File: config.mk
export PLATFORM = sky130hd
export DESIGN_NAME = prog_fetch
export DESIGN_NICKNAME = d
export VERILOG_FILES = /design/src/rtl/mcu51_fetch_pkg.sv /design/src/rtl/insn_len_dec.sv /design/src/rtl/prog_fetch.sv
export SDC_FILE = /design/constraint.sdc
export NUM_CORES = 1
export LEC_CHECK = 0
export ABC_AREA = 1
export ABC_CLOCK_PERIOD_IN_PS = 3600
export CORE_UTILIZATION = 52
export CTS_BUF_LIST = sky130_fd_sc_hd__clkbuf_8
export CTS_CLUSTER_SIZE = 8
export DETAILED_ROUTE_END_ITERATION = 10
export GPL_ROUTABILITY_DRIVEN = 0
export PLACE_DENSITY = 0.93
export SLEW_MARGIN = 0
export SYNTH_ARGS = -nofsm -noshare
export SYNTH_HDL_FRONTEND = slang
export SYNTH_SLANG_ARGS = --single-unit
export TNS_END_PERCENT = 20
File: constraint.sdc
create_clock -name clk -period 3.6 [get_ports clk]
set_input_delay 0.36 -clock clk [delete_from_list [all_inputs] [get_ports clk]]
set_output_delay 0.36 -clock clk [all_outputs]
set_load 0.01 [all_outputs]
File: src/rtl/mcu51_fetch_pkg.sv
// Shared definitions for the MCU51 fetch path: FSM states, length codes and
// the MCS-51 opcode length table used by both fetch and decode.
package mcu51_fetch_pkg;

  typedef enum logic [1:0] {
    S_OP   = 2'd0,
    S_B1   = 2'd1,
    S_B2   = 2'd2,
    S_HOLD = 2'd3
  } fetch_state_t;

  localparam logic [1:0] LEN_1 = 2'd1;
  localparam logic [1:0] LEN_2 = 2'd2;
  localparam logic [1:0] LEN_3 = 2'd3;

  // Every opcode ending in 1 is AJMP/ACALL (2 bytes); the rest are listed
  // explicitly, with anything not named being a single-byte instruction.
  function automatic logic [1:0] insn_len(input logic [7:0] opcode);
    logic [1:0] len;
    len = LEN_1;
    if (opcode[3:0] == 4'h1) begin
      len = LEN_2;
    end else begin
      case (opcode)
        8'h02, 8'h10, 8'h12, 8'h20, 8'h30, 8'h43, 8'h53, 8'h63,
        8'h75, 8'h85, 8'h90, 8'hD5,
        8'hB4, 8'hB5, 8'hB6, 8'hB7, 8'hB8, 8'hB9, 8'hBA, 8'hBB,
        8'hBC, 8'hBD, 8'hBE, 8'hBF:
          len = LEN_3;
        8'h05, 8'h15, 8'h24, 8'h25, 8'h34, 8'h35,
        8'h40, 8'h42, 8'h44, 8'h45, 8'h50, 8'h52, 8'h54, 8'h55,
        8'h60, 8'h62, 8'h64, 8'h65, 8'h70, 8'h72, 8'h74, 8'h76, 8'h77,
        8'h78, 8'h79, 8'h7A, 8'h7B, 8'h7C, 8'h7D, 8'h7E, 8'h7F,
        8'h80, 8'h82, 8'h86, 8'h87,
        8'h88, 8'h89, 8'h8A, 8'h8B, 8'h8C, 8'h8D, 8'h8E, 8'h8F,
        8'h92, 8'h94, 8'h95, 8'hA0, 8'hA2, 8'hA6, 8'hA7,
        8'hA8, 8'hA9, 8'hAA, 8'hAB, 8'hAC, 8'hAD, 8'hAE, 8'hAF,
        8'hB0, 8'hB2, 8'hC0, 8'hC2, 8'hC5, 8'hD0, 8'hD2,
        8'hD8, 8'hD9, 8'hDA, 8'hDB, 8'hDC, 8'hDD, 8'hDE, 8'hDF,
        8'hE5, 8'hF5:
          len = LEN_2;
        default:
          len = LEN_1;
      endcase
    end
    return len;
  endfunction

endpackage

File: src/rtl/insn_len_dec.sv
// Combinational opcode-to-length decoder; thin wrapper so the decoder stage
// can reuse the same table as fetch.
module insn_len_dec
  import mcu51_fetch_pkg::*;
(
  input  logic [7:0] opcode,
  output logic [1:0] len
);

  assign len = insn_len(opcode);

endmodule

File: src/rtl/prog_fetch.sv
// MCU51 instruction fetch: reads 1-3 bytes per instruction from program ROM
// and hands a bundle to decode. Define IFETCH_CS_GATE_EN to deassert mem_cs_n while idle.
module prog_fetch
  import mcu51_fetch_pkg::*;
#(
  parameter int ADDRWIDTH = 8
) (
  input  logic                 clk,
  input  logic                 rst,
  output logic                 mem_cs_n,
  output logic [ADDRWIDTH-1:0] mem_addr,
  input  logic [7:0]           mem_dout,
  output logic                 out_valid,
  input  logic                 out_ready,
  output logic [ADDRWIDTH-1:0] out_pc,
  output logic [7:0]           out_op,
  output logic [7:0]           out_b1,
  output logic [7:0]           out_b2,
  output logic [1:0]           out_len,
  input  logic                 redir_valid,
  input  logic [ADDRWIDTH-1:0] redir_addr
);

`ifdef IFETCH_CS_GATE_EN
  localparam logic CS_N_RESET = 1'b1;
`else
  localparam logic CS_N_RESET = 1'b0;
`endif

  fetch_state_t         state, state_next;
  logic [ADDRWIDTH-1:0] pc, pc_next;
  logic [ADDRWIDTH-1:0] mem_addr_next;
  logic [ADDRWIDTH-1:0] out_pc_next;
  logic [7:0]           op_next, b1_next, b2_next;
  logic [1:0]           len_next;
  logic [1:0]           dec_len;
  logic                 valid_next;
  logic                 cs_n_next;

  insn_len_dec u_len_dec (
    .opcode (mem_dout),
    .len    (dec_len)
  );

  // Next-state and datapath. The address for the following instruction is
  // staged on entry to S_HOLD so the opcode read is ready right after accept.
  always_comb begin
    state_next    = state;
    pc_next       = pc;
    mem_addr_next = mem_addr;
    valid_next    = out_valid;
    out_pc_next   = out_pc;
    op_next       = out_op;
    b1_next       = out_b1;
    b2_next       = out_b2;
    len_next      = out_len;

    if (redir_valid) begin
      state_next    = S_OP;
      pc_next       = redir_addr;
      mem_addr_next = redir_addr;
      valid_next    = 1'b0;
    end else begin
      case (state)
        S_OP: begin
          out_pc_next = pc;
          op_next     = mem_dout;
          b1_next     = 8'h00;
          b2_next     = 8'h00;
          len_next    = dec_len;
          if (dec_len != LEN_1) begin
            mem_addr_next = pc + ADDRWIDTH'(1);
            state_next    = S_B1;
          end else begin
            mem_addr_next = pc + ADDRWIDTH'(dec_len);
            valid_next    = 1'b1;
            state_next    = S_HOLD;
          end
        end
        S_B1: begin
          b1_next = mem_dout;
          if (out_len == LEN_3) begin
            mem_addr_next = pc + ADDRWIDTH'(2);
            state_next    = S_B2;
          end else begin
            mem_addr_next = pc + ADDRWIDTH'(out_len);
            valid_next    = 1'b1;
            state_next    = S_HOLD;
          end
        end
        S_B2: begin
          b2_next       = mem_dout;
          mem_addr_next = pc + ADDRWIDTH'(out_len);
          valid_next    = 1'b1;
          state_next    = S_HOLD;
        end
        S_HOLD: begin
          if (out_valid && out_ready) begin
            pc_next    = pc + ADDRWIDTH'(out_len);
            valid_next = 1'b0;
            state_next = S_OP;
          end
        end
        default: begin
          state_next = S_OP;
        end
      endcase
    end

`ifdef IFETCH_CS_GATE_EN
    cs_n_next = (state_next == S_HOLD);
`else
    cs_n_next = 1'b0;
`endif
  end

  always_ff @(posedge clk) begin
    if (rst) begin
      state     <= S_OP;
      pc        <= '0;
      mem_addr  <= '0;
      mem_cs_n  <= CS_N_RESET;
      out_valid <= 1'b0;
      out_pc    <= '0;
      out_op    <= 8'h00;
      out_b1    <= 8'h00;
      out_b2    <= 8'h00;
      out_len   <= LEN_1;
    end else begin
      state     <= state_next;
      pc        <= pc_next;
      mem_addr  <= mem_addr_next;
      mem_cs_n  <= cs_n_next;
      out_valid <= valid_next;
      out_pc    <= out_pc_next;
      out_op    <= op_next;
      out_b1    <= b1_next;
      out_b2    <= b2_next;
      out_len   <= len_next;
    end
  end

endmodule
# After elaboration in Yosys (flattened, before gate mapping)
# Memories as Yosys holds them, arrays and structs flattened.
# Index checks and enable logic that the tools add are counted.
dict set report totals {
  register_bits 53
  romBits 512
  inputBits 20
  out_inout_bits 44
  mem_count 1
}
# name words width rd rd_clocked_by_memory_dff wr line_no
set memory_table {}
lappend memory_table {{(name not given)} 256 2 1 0 0 mcu51_fetch_pkg.sv:24} ;# case (opcode)
dict set report classes {
  addsub 4
  eq_ne 9
  muxes 18
  bitwise_logic 1
  n_reduce_logical 13
}
# op count
set op_table {}
lappend op_table {{two-way mux 8 bit} 6}
lappend op_table {{case mux 8 bit (2 select lines)} 2}
lappend op_table {{case mux 8 bit (3 select lines)} 1}
lappend op_table {{adder 8 x 2 -> 8 bit} 2}
lappend op_table {{adder 8 x 1 -> 8 bit (second input constant)} 1}
lappend op_table {{adder 8 x 2 -> 8 bit (second input constant)} 1}
lappend op_table {{case mux 2 bit (4 select lines)} 1}
lappend op_table {{AND reduction 2 bit} 4}
lappend op_table {{nonzero test 2 bit} 4}
lappend op_table {{equality test 2 bit (second input constant)} 3}
lappend op_table {{two-way mux 2 bit} 3}
lappend op_table {{!= test 2 bit (second input constant)} 3}
lappend op_table {{equality test 4 x 1 -> 1 bit (second input constant)} 1}
lappend op_table {{two-way mux 1 bit} 4}
lappend op_table {{case mux 1 bit (4 select lines)} 1}
lappend op_table {{nonzero test 4 bit} 1}
lappend op_table {{AND reduction 3 bit} 1}
lappend op_table {{equality test 2 x 1 -> 1 bit (second input constant)} 1}
lappend op_table {{logical NOT 2 bit} 1}
lappend op_table {{!= test 2 x 1 -> 1 bit (second input constant)} 1}
lappend op_table {{OR reduction 2 bit} 1}
lappend op_table {{logical AND 1 bit} 1}
lappend op_table {{NOT 1 bit} 1}

# Depth between registers and ports, before layout
# Gate-level depths: netlist of run 1.
dict set report depth {
  depth_word 6
  mapped_depth 13
  ltp_nobuf 12
}

# Cells and area by module
# A second synthesis of run 1 with hierarchy kept.
dict set report unflattened {
  hier_cells 458
  hier_area_um2 3054.2
}
# mod n_inst cells_each area_each_um2 seq_area_each_um2
set by_module_without_submodules {}
lappend by_module_without_submodules {prog_fetch 1 381 2696.3 1061.0}
lappend by_module_without_submodules {insn_len_dec 1 77 357.8 0.0}

# Worst setup path before layout of run 1
# Ideal clock, no wire load.
dict set report synth_timing {
  path_type {register -> register}
  startpoint {register state[0]}
  endpoint {register mem_addr[1]}
  arrival_time_ns 1.599
  required_ns 3.483
  setup_slack_ns 1.884
  stages_incl_launch_ff 9
  path_cell_list {dfxtp_1 -> inv_1 -> ha_1 -> buf_2 -> nor4_4 -> inv_1 -> buf_2 -> o221ai_1 -> inv_1}
}
dict set report synth_via {
  elab_chain_len 3
}
# item line_no
set synth_lines {}
lappend synth_lines {{from (decl)} prog_fetch.sv:30} ;# fetch_state_t state, state_next;
lappend synth_lines {{from (signal assigned)} prog_fetch.sv:130} ;# state <= state_next;
lappend synth_lines {{equality test 2 bit (tied with other cells)} prog_fetch.sv:64} ;# case (state)
lappend synth_lines {{case mux 8 bit (3 select lines)} prog_fetch.sv:64}
lappend synth_lines {{two-way mux 8 bit} prog_fetch.sv:58} ;# if (redir_valid) begin
lappend synth_lines {{to (signal assigned)} prog_fetch.sv:132} ;# mem_addr <= mem_addr_next;
lappend synth_lines {{to (decl)} prog_fetch.sv:11} ;# output logic [ADDRWIDTH-1:0] mem_addr,
# Several ways; a longest one is shown, not always the timed one.
# A chain may end at the register's enable or synchronous reset.

# Worst setup path in the final report of run 1
dict set report layout_timing {
  startpoint {input redir_valid}
  endpoint {register out_pc[7]}
}
dict set report layout_via {
  elab_chain_len 2
}
# item line_no
set layout_lines {}
lappend layout_lines {{from (decl)} prog_fetch.sv:20} ;# input logic redir_valid,
lappend layout_lines {{NOT 1 bit (no line)} n/a}
lappend layout_lines {{AND reduction 2 bit (no line)} n/a}
lappend layout_lines {{to (signal assigned)} prog_fetch.sv:135} ;# out_pc <= out_pc_next;
lappend layout_lines {{to (decl)} prog_fetch.sv:15} ;# output logic [ADDRWIDTH-1:0] out_pc,
# Every way passes these cells.

==> impl_results.md, run 1 <==
- Status: completed
- Hold Crit Start: out_b2[0]$_SDFFE_PP0P_
- Synth cell count leaders: 83 x nand2_1, 53 x dfxtp_1, 46 x a21oi_1
- Switching pwr: 0.455 mW
- Power per Cell Area: 371 nW/um^2
- Cell Int Power: 0.918 mW
- Crit path capture type: flip-flop
- Post-synth EDFFs: 0
- Full die area: 6040 sq um
- LEAKAGE: 1.46 nW
- Util after Layout: 0.671
- Worst-path maximum fanout: 29
- Worst EP arrival: 2.48 ns
- Vias in the first global route: 2935
- Met3 Track Usage GR: 0.0412
- Residual DRC count: 0
- Final Net Count: 507
- Core area: 5510 sq um
- DRT Wirelength: 8150 microns
- Num CTS Buffers: 5
- Bufs on Longest Clock Path: 2
- Gate power share: 0.251
- Post-Synthesis Cells: 426
- Max Slew Vio Count: 0
- Met1 Use GR: 0.368
- Post-CTS Setup Bufs: 0
- Initial Util: 0.542
- Sequential share of the synthesized area: 0.356
- CTS tree: done
- Final ANT Viol Nets: 0
- H-tree levels: 2
- Post-CTS Resized: 0
- Pin count of the biggest net entering global routing: 35
- Clock power share: 0.267
- Crit path time final: 2.23 ns
- Sw Share: 0.332
- Busiest layer in global routing: met2
- Clk sink count: 53
- Seq pwr share: 0.482
- Hold depth: 2
- Cts hold-fix bufs: 0
- Ys async rst share: 0
- RSZ-0062 raised after global routing: false
- FF-to-FF setup slack: 1.45 ns
- Hold EP: out_b2[0]$_SDFFE_PP0P_
- Count of cell types in the netlist: 35
- Synth area leader: dfxtp_1
- Final TNS setup: 0 ns
- Most used DFF post-synth: dfxtp_1
- Routed vias: 3205
- Reg clk slew, reported paths: 0.11 ns
- Area Overhead vs Synth: 24.0%
- Die Height: 77.7 microns
- WP data required: 3.85 ns
- Port bufs: 62
- Top-Level Pins: 64
- Critical R2R Capture: mem_addr[6]$_SDFFE_PP0P_
- Final Cycle Share: 0.619
- Syn nets: 456
- TritonRoute pass-1 iters: 10
- Synth Warn #: 0
- Hold Vio Cnt, Final: 0
- Met2 Usage GRT: 0.442
- Synth top area cells: dfxtp_1 36%, nand2_1 10%, a21oi_1 7.7%
- Initial antenna violation count: 0
- Global-route wire length before repair: 13500 microns
- Total inserted antenna cells: 0
- Worst slew pin tran: 0.833 ns
- Root Buffer: clkbuf_8
- Top cell type's share of synthesized area: 0.356
- Mean Syn Cell Area: 7.00 sq um
- Max-Cap Viols: 0
- Max Clock Freq: 449 MHz
- Synth Register Bits: 53
- Placed cell count: 542
- Synth Cell Area: 2980 sq um
- Post-DP HPWL: 5860 microns
- Most common cell in the netlist: nand2_1
- R2r worst-path depth: 8
- Detailed router's first-iteration violation count: 459
- Cell row count: 27
- Slew margin rel.: 0.444
- Clock Skews: 0.00745 ns
- Die W: 77.7 microns
- Crit path launch type: input pin
- Fin cells: 550
- HP Class: reg2reg
- Layout cell share with drive strength beyond 1: 0.0753
- Total Routing Usage GR: 0.280
- VDD IR max: 0.241 mV
- Clock latency on the worst-skew pair: 0.32 ns
- Type of the worst setup path: in2reg
- Final setup fails: 0
- Worst R2R Start: state[0]$_SDFFE_PP0P_
- Congestion Overflow GR: 0
- DR WL/cell: 14.8 microns
- Via/cell ratio: 5.83
worst max-delay path by stage:
stage / start / end / cells past startpoint / slack (ns)
after floorplan: state[0]$_SDFFE_PP0P_ / mem_addr[1]$_SDFFE_PP0P_ / 8 / 1.88
after global placement: redir_valid / out_pc[7]$_SDFFE_PP0P_ / 7 / 1.24
after detailed placement: redir_valid / out_pc[7]$_SDFFE_PP0P_ / 7 / 1.11
after CTS: redir_valid / out_pc[7]$_SDFFE_PP0P_ / 7 / 1.42
after global routing: redir_valid / out_op[3]$_SDFFE_PP0P_ / 7 / 1.16
final: redir_valid / out_pc[7]$_SDFFE_PP0P_ / 7 / 1.37
routing by layer:
layer / routed length [microns] / share of wire
met5: 0 / 0
met4: 291 / 0.036
met2: 3660 / 0.45
met3: 736 / 0.090
met1: 3460 / 0.42
logic make-up after synthesis:
| kind of cell | Yosys count | share of synthesized area |
|---|---|---|
| AO/OA/AOI/OAI | 121 | 0.229 |
| adder cells (fa/ha/maj) | 10 | 0.0445 |
| AND/OR/NAND/NOR | 171 | 0.255 |
| XOR/XNOR | 9 | 0.0264 |
| other | 2 | 0.00252 |
| buffers and inverters | 60 | 0.0877 |
| flip-flops | 53 | 0.356 |
cell usage in the layout (no fill, tap or decap), drive strengths merged:
master / Yosys / routed
ha: 9 / 9
o221ai: 4 / 4
o211ai: 5 / 5
xor2: 8 / 8
nor4: 1 / 1
dfxtp: 53 / 53
nand3: 37 / 37
a21boi: 1 / 1
inv: 39 / 41
buf: 13 / 2
o31ai: 10 / 10
conb: 2 / 2
nor2: 43 / 43
clkdlybuf4s50: 0 / 62
nand2: 86 / 86
clkinv: 1 / 2
nor3: 3 / 3
nand4: 1 / 1
fa: 1 / 1
a21oi: 49 / 49
o311ai: 1 / 1
o21ai: 46 / 46
clkbuf: 7 / 5
xnor2: 1 / 1
a31oi: 5 / 5
power by group through the flow:
stage                     Combinational (mW)  Clock [mW]  Sequential [mW]
final                                  0.345       0.366            0.662
after floorplan                        0.192           0            0.681
after CTS                              0.338       0.369            0.661
after global routing                   0.379       0.390            0.667
after detailed placement               0.335           0            0.674
after global placement                 0.326           0            0.673
area by class of cell:
| class | instances | area [sq um] |
|---|---|---|
| Tap cell | 72 | 90.1 |
| Multi-Input combinational cell | 313 | 1660 |
| Clock buffer | 5 | 68.8 |
| Fill cell | 441 | 1810 |
| Timing Repair Buffer | 64 | 636 |
| Inverter | 40 | 153 |
| Sequential cell | 53 | 1060 |
| Clock inverter | 3 | 28.8 |
flip-flops by register name (all words and copies together) (netlist names), 2 cells and up:
name,flops
mem_addr,8
pc,8
out_b2,8
out_pc,8
out_len,2
state,2
out_b1,8
out_op,8
per-stage QoR:
stage / power, mW / hold slack, ns / worst slack (ns) / instance area, sq um
final: 1.37 / 0.473 / 1.37 / 3700
after global routing: 1.44 / 0.492 / 1.16 / 3700
after CTS: 1.37 / 0.479 / 1.42 / 3700
after global placement: 0.998 / 0.457 / 1.24 / 3600
after detailed placement: 1.01 / 0.460 / 1.11 / 3600
after floorplan: 0.873 / 0.483 / 1.88 / 2980
worst max-delay path, cell delays in order:
cell and delay (ns):
clkdlybuf4s50_1 0.39, buf_4 0.21, inv_1 0.34, nand2_1 0.25, inv_1 0.58, o21ai_0 0.18
a21oi_1 0.16
(Power assumes the default switching activity.)
==> inputs of run 2 (changes only) <==
--- a/config.mk
+++ b/config.mk
@@ -6,7 +6,7 @@
 export NUM_CORES = 1
 export LEC_CHECK = 0
 export ABC_AREA = 1
-export ABC_CLOCK_PERIOD_IN_PS = 3600
+export ABC_CLOCK_PERIOD_IN_PS = 2300
 export CORE_UTILIZATION = 52
 export CTS_BUF_LIST = sky130_fd_sc_hd__clkbuf_8
 export CTS_CLUSTER_SIZE = 8
==> constraint.sdc (replaced) <==
create_clock -name clk -period 2.3 [get_ports clk]
set_input_delay 0.23 -clock clk [delete_from_list [all_inputs] [get_ports clk]]
set_output_delay 0.23 -clock clk [all_outputs]
set_load 0.01 [all_outputs]
==> run 2 against run 1 <==
Effect of this change: utilization rose by 0.41 points; wire length fell by 2.2%; via count fell by 1.4%; hold slack improved by 0.0034 ns; combinational power rose by 57%; sequential share of layout area fell by 0.17 points; power rose by 57%; setup slack got worse by 1.1 ns; sequential power rose by 57%; critical path type is now reg2reg; largest power group unchanged.
==> impl_results.md, run 2 (same netlist as run 1, synthesis figures left out) <==
- Status: completed
- Clock latency on the worst-skew pair: 0.32 ns
- LEAKAGE: 1.48 nW
- Full die area: 6040 sq um
- Fill cells: 439
- Global-route wire length before repair: 13500 microns
- Clock Skews: 0.00705 ns
- Max Slew Vio Count: 0
- Port bufs: 62
- Commonest cells after routing, fill and taps aside: 83 x nand2_1, 62 x clkdlybuf4s50_1, 53 x dfxtp_1, 46 x a21oi_1, 45 x o21ai_0
- Initial Util: 0.542
- Routed vias: 3161
- Via/cell ratio: 5.72
- Congestion Overflow GR: 0
- FF-to-FF setup slack: 0.27 ns
- R2r worst-path depth: 8
- CP max-delay cell: dfxtp_1
- Critical Path, Cell by Cell: inv_1, ha_1, inv_1, nor2_1, inv_1, o21ai_0, nor2_1, a21oi_1
- Final Net Count: 510
- Crit path time final: 2.03 ns
- Area Overhead vs Synth: 24.7%
- Total Routing Usage GR: 0.276
- Worst EP arrival: 2.24 ns
- Worst slew pin tran: 0.710 ns
- Die Height: 77.7 microns
- CTS tree: done
- Commonest non-fill, non-tap cell in the layout: nand2_1
- Worst R2R Start: state[0]$_SDFFE_PP0P_
- Util after Layout: 0.676
- Die W: 77.7 microns
- Crit path capture type: flip-flop
- Pin count of the biggest net entering global routing: 30
- Layout cell share with drive strength beyond 1: 0.0811
- Post-DP HPWL: 5720 microns
- Post-CTS Setup Bufs: 0
- Power per Cell Area: 581 nW/um^2
- Max-Cap Viols: 0
- WP data required: 2.51 ns
- Fin cells: 553
- Critical R2R Capture: mem_addr[0]$_SDFFE_PP0P_
- Fin area: 3720 sq um
- Root Buffer: clkbuf_8
- Slowest cell delay on critical path: 0.46 ns
- Reg area: 1060 sq um
- Critical Path Most Common Cell: inv_1
- Total inserted antenna cells: 0
- HP Class: reg2reg
- Crit. Startpoint: state[0]$_SDFFE_PP0P_
- Bufs on Longest Clock Path: 2
- Crit path capture: mem_addr[0]$_SDFFE_PP0P_
- Post-CTS Resized: 0
- Reg clk slew, reported paths: 0.11 ns
- Worst-path maximum fanout: 8
- Final TNS setup: 0 ns
- Top-Level Pins: 64
- Crit path launch type: flip-flop
- Initial antenna violation count: 0
- Num CTS Buffers: 5
- Hold_ws: 0.477 ns
- Max Clock Freq: 492 MHz
- TritonRoute pass-1 iters: 5
- Residual DRC count: 0
- VDD IR max: 0.329 mV
- Type of the worst setup path: reg2reg
- H-tree levels: 2
- RSZ-0062 raised after global routing: false
- Cell row count: 27
- DRT Wirelength: 7970 microns
- Clk sink count: 53
- DP Area: 3620 sq um
- Final setup fails: 0
- Cts hold-fix bufs: 0
- Placed cell count: 545
- Multi-input gate area: 1660 sq um
- Core area: 5510 sq um
- DR WL/cell: 14.4 microns
- Detailed router's first-iteration violation count: 434
- Final Cycle Share: 0.884
- Final ANT Viol Nets: 0
- Hold Vio Cnt, Final: 0
- Slew margin rel.: 0.526
- Vias in the first global route: 2897
## run 2: cell count changes in the layout (fill, tap and decap cells not counted), sizes merged
| cell | delta |
|---|---|
| buf | +3 |
## run 2: cell type report
class	count	share of cell area
clock inverter	3	0.00774
clock buffer	5	0.0185
sequential	53	0.285
tap	72	0.0242
timing repair buffer	67	0.177
inverter	40	0.0410
multi-input combinational	313	0.446
## run 2: critical path, delay by kind of cell, from the launching register on
family / cells / cell delay, ns
AO/OA/AOI/OAI: 2 / 0.20
adder cells (fa/ha/maj): 1 / 0.41
buffers and inverters: 3 / 0.54
flip-flops: 1 / 0.46
AND/OR/NAND/NOR: 2 / 0.31
## run 2: stage by stage
stage                     setup slack, ns  power [mW]
final                               0.266        2.16
after detailed placement            0.228        1.58
after floorplan                     0.584        1.37
after global routing               0.0330        2.27
after global placement              0.268        1.57
after CTS                           0.307        2.15
## run 2: worst min path at each step
stage                                      start                endpoint  slack (ns)  cells after the start
after floorplan                      mem_dout[3]  out_b2[3]$_SDFFE_PP0P_        0.39                      2
after global placement    out_b2[0]$_SDFFE_PP0P_  out_b2[0]$_SDFFE_PP0P_        0.46                      2
after detailed placement  out_b2[5]$_SDFFE_PP0P_  out_b2[5]$_SDFFE_PP0P_        0.46                      2
after CTS                 out_b2[5]$_SDFFE_PP0P_  out_b2[5]$_SDFFE_PP0P_        0.48                      2
after global routing      out_b2[5]$_SDFFE_PP0P_  out_b2[5]$_SDFFE_PP0P_        0.51                      2
final                     out_b2[6]$_SDFFE_PP0P_  out_b2[6]$_SDFFE_PP0P_        0.48                      2
## run 2: per-layer routing
layer	vias to the layer above	wire [microns]	GRT usage
met3	19	719	0.0624
met4	0	145	0.0925
li1	1533	-	-
met2	174	3710	0.442
met5	-	0	0
met1	1435	3390	0.364
## run 2: report_power, final
group | switching (mW) | internal [mW] | total, mW
sequential | 0.0541 | 0.981 | 1.04
combinational | 0.311 | 0.230 | 0.542
clock | 0.354 | 0.229 | 0.583
==> inputs of run 3 (changes only) <==
--- a/config.mk
+++ b/config.mk
@@ -17,4 +17,4 @@
 export SYNTH_ARGS = -nofsm -noshare
 export SYNTH_HDL_FRONTEND = slang
 export SYNTH_SLANG_ARGS = --single-unit
-export TNS_END_PERCENT = 20
+export TNS_END_PERCENT = 10
==> results of run 3 <==
The final DEF is identical to that of run 2; final timing and power are the same.
==> patch: new RTL, config.mk and constraints of run 1 <==
`mem_addr` no longer has a reset.
--- a/src/rtl/prog_fetch.sv
+++ b/src/rtl/prog_fetch.sv
@@ -119,5 +119,4 @@
       state     <= S_OP;
       pc        <= '0;
-      mem_addr  <= '0;
       mem_cs_n  <= CS_N_RESET;
       out_valid <= 1'b0;
@@ -130,5 +129,4 @@
       state     <= state_next;
       pc        <= pc_next;
-      mem_addr  <= mem_addr_next;
       mem_cs_n  <= cs_n_next;
       out_valid <= valid_next;
@@ -141,3 +139,7 @@
   end
 
+  always_ff @(posedge clk) begin
+    mem_addr <= mem_addr_next;
+  end
+
 endmodule
Function: changed (a bounded check fails within 4 cycles, from zero or initial values and one cycle with rst high).
==> patch against run 1 <==
Sequential cell count is the same. Combinational power shrank 1%. Via count shrank 4.6%. Clock skew grew 0.0045 ns. Largest cell class unchanged. Power grew 0.88%. Critical path type unchanged. Cell count shrank 4.9%. Highest routed layer unchanged. Setup slack lost 0.056 ns. Critical path depth shrank 4. Wire length shrank 3.6%. Design area shrank 2.4%. Largest power group unchanged. Sequential power grew 3.6%. Non-clock buffer count shrank 1. Area after synthesis shrank 3.5%. Critical endpoint is now mem_addr[5]$_DFFE_PP_.
==> patch: results (changes against run 1) <==
| Metric | Value |
|---|---|
| Register-to-Register Path Depth | 6 (was 8) |
| Post-synth EDFFs | 8 (was 0) |
| PD cells | 384 nW/um^2 (was 371 nW/um^2) |
| Yosys warns | 0 (unchanged) |
| Share of cells above drive strength 1 | 0.0419 (was 0.0753) |
| DP HPWL | 5660 microns (was 5860 microns) |
| Global Route Usage Sum | 0.274 (was 0.280) |
| Nets | 482 (was 507) |
| Status | finished clean (unchanged) |
| Commonest cells in the netlist | nand2_1, o21ai_0, dfxtp_1 (was nand2_1, dfxtp_1, a21oi_1) |
| Final wirelength | 7850 microns (was 8150 microns) |
| Cts repair resizes | 0 (unchanged) |
| Sequential fraction of the synthesis area | 0.397 (was 0.356) |
| Worst min-delay path class | reg -> reg (unchanged) |
| Vias in the first global route | 2,735 (was 2,935) |
| Hold Crit Start | out_b1[5]$_SDFFE_PP0P_ (was out_b2[0]$_SDFFE_PP0P_) |
| Fillcell total | 420 (was 441) |
| Vias | 3,058 (was 3,205) |
| Clk pin slew, worst setup/hold paths | 0.10 ns |
| Dpl cells | 515 (was 542) |
| Syn Nets | 426 (was 456) |
| Worst Tran Pin Value | 0.796 ns (was 0.833 ns) |
| Largest net degree at the start of global routing | 34 (was 35) |
| Worst skew pair latency | 0.32 ns (about the same) |
| Ys flop type | dfxtp_1 (unchanged) |
| Yosys cell types | 36 (was 35) |
| Peak VDD IR | 278 uV (was 241 uV) |
| First DRT Iteration DRCs | 521 (was 459) |
| Final non-filler cell total | 523 (was 550) |
| Leak Pwr | 1.48 nW (was 1.46 nW) |
| Clock Skew | 0.0119 ns (was 0.00745 ns) |
| Largest fanout on the critical path | 20 (was 29) |
| Internal power | 946 uW (was 918 uW) |
| Synth top area cells | dfxtp_1, nand2_1, o21ai_0 (was dfxtp_1, nand2_1, a21oi_1) |
| Gate count of the mapped netlist | 396 (was 426) |
| Data arrival, critical path | 2.20 ns (was 2.48 ns) |
| Global-route wire length before repair | 13,000 microns (was 13,500 microns) |
patch: changes by cell type in the layout (fill, tap and decap cells not counted), sizes merged, moves of 3 or more:
cell | run 1 | this run
a21oi | 49 | 33
dfxtp | 53 | 45
edfxtp | 0 | 8
nand2 | 86 | 79
nor2 | 43 | 37
o21ai | 46 | 51
nand4 | 1 | 5
o211ai | 5 | 2
patch: layer usage:
layer	vias up	track usage	part of all wire
met4	0	0.104	0.020
li1	1458	-	-
met5	-	0	0
met2	203	0.424	0.45
met3	25	0.0503	0.10
met1	1372	0.380	0.43
patch: cell families after synthesis:
family / after synthesis / share of synthesized area
simple gates: 163 / 0.244
compound gates: 110 / 0.215
flops: 53 / 0.397
buf+inv: 52 / 0.0774
fa+ha+maj: 10 / 0.0461
xor+xnor: 6 / 0.0183
other cells: 2 / 0.00261
patch: final timing paths:
| kind | endpoint | slack [ns] |
|---|---|---|
| worst min-delay path | out_b1[5]$_SDFFE_PP0P_ | 0.50 |
| worst max register to register | mem_addr[1]$_DFFE_PP_ | 1.38 |
| worst max-delay path | mem_addr[5]$_DFFE_PP_ | 1.32 |
| worst min register to register | out_b1[5]$_SDFFE_PP0P_ | 0.50 |
patch: area by class of cell:
| cell class | instances | share of cell area |
|---|---|---|
| multi-input cells | 291 | 0.420 |
| clock inverters | 3 | 0.00728 |
| flip-flops and latches | 53 | 0.316 |
| inverters | 38 | 0.0395 |
| well taps | 70 | 0.0243 |
| clock buffers | 5 | 0.0191 |
| repair buffers | 63 | 0.174 |
patch: worst max-delay path, stage by stage:
cell	delay [ns]
clkdlybuf4s50_1	0.83
inv_1	0.52
nand4_1	0.48
patch: metrics by stage:
stage / util / area, sq um
floorplan: - / 2880
global placement: 0.675 / 3510
detailed placement: 0.675 / 3510
CTS: 0.693 / 3610
global route: 0.693 / 3610
finish: 0.693 / 3610
patch: power groups by stage:
stage	logic, mW	clock network [mW]	registers, mW
5_1_grt	0.371	0.386	0.692
4_1_cts	0.335	0.367	0.685
6_report	0.341	0.358	0.686
2_1_floorplan	0.167	0	0.712
3_5_place_dp	0.331	0	0.698
3_3_place_gp	0.322	0	0.697
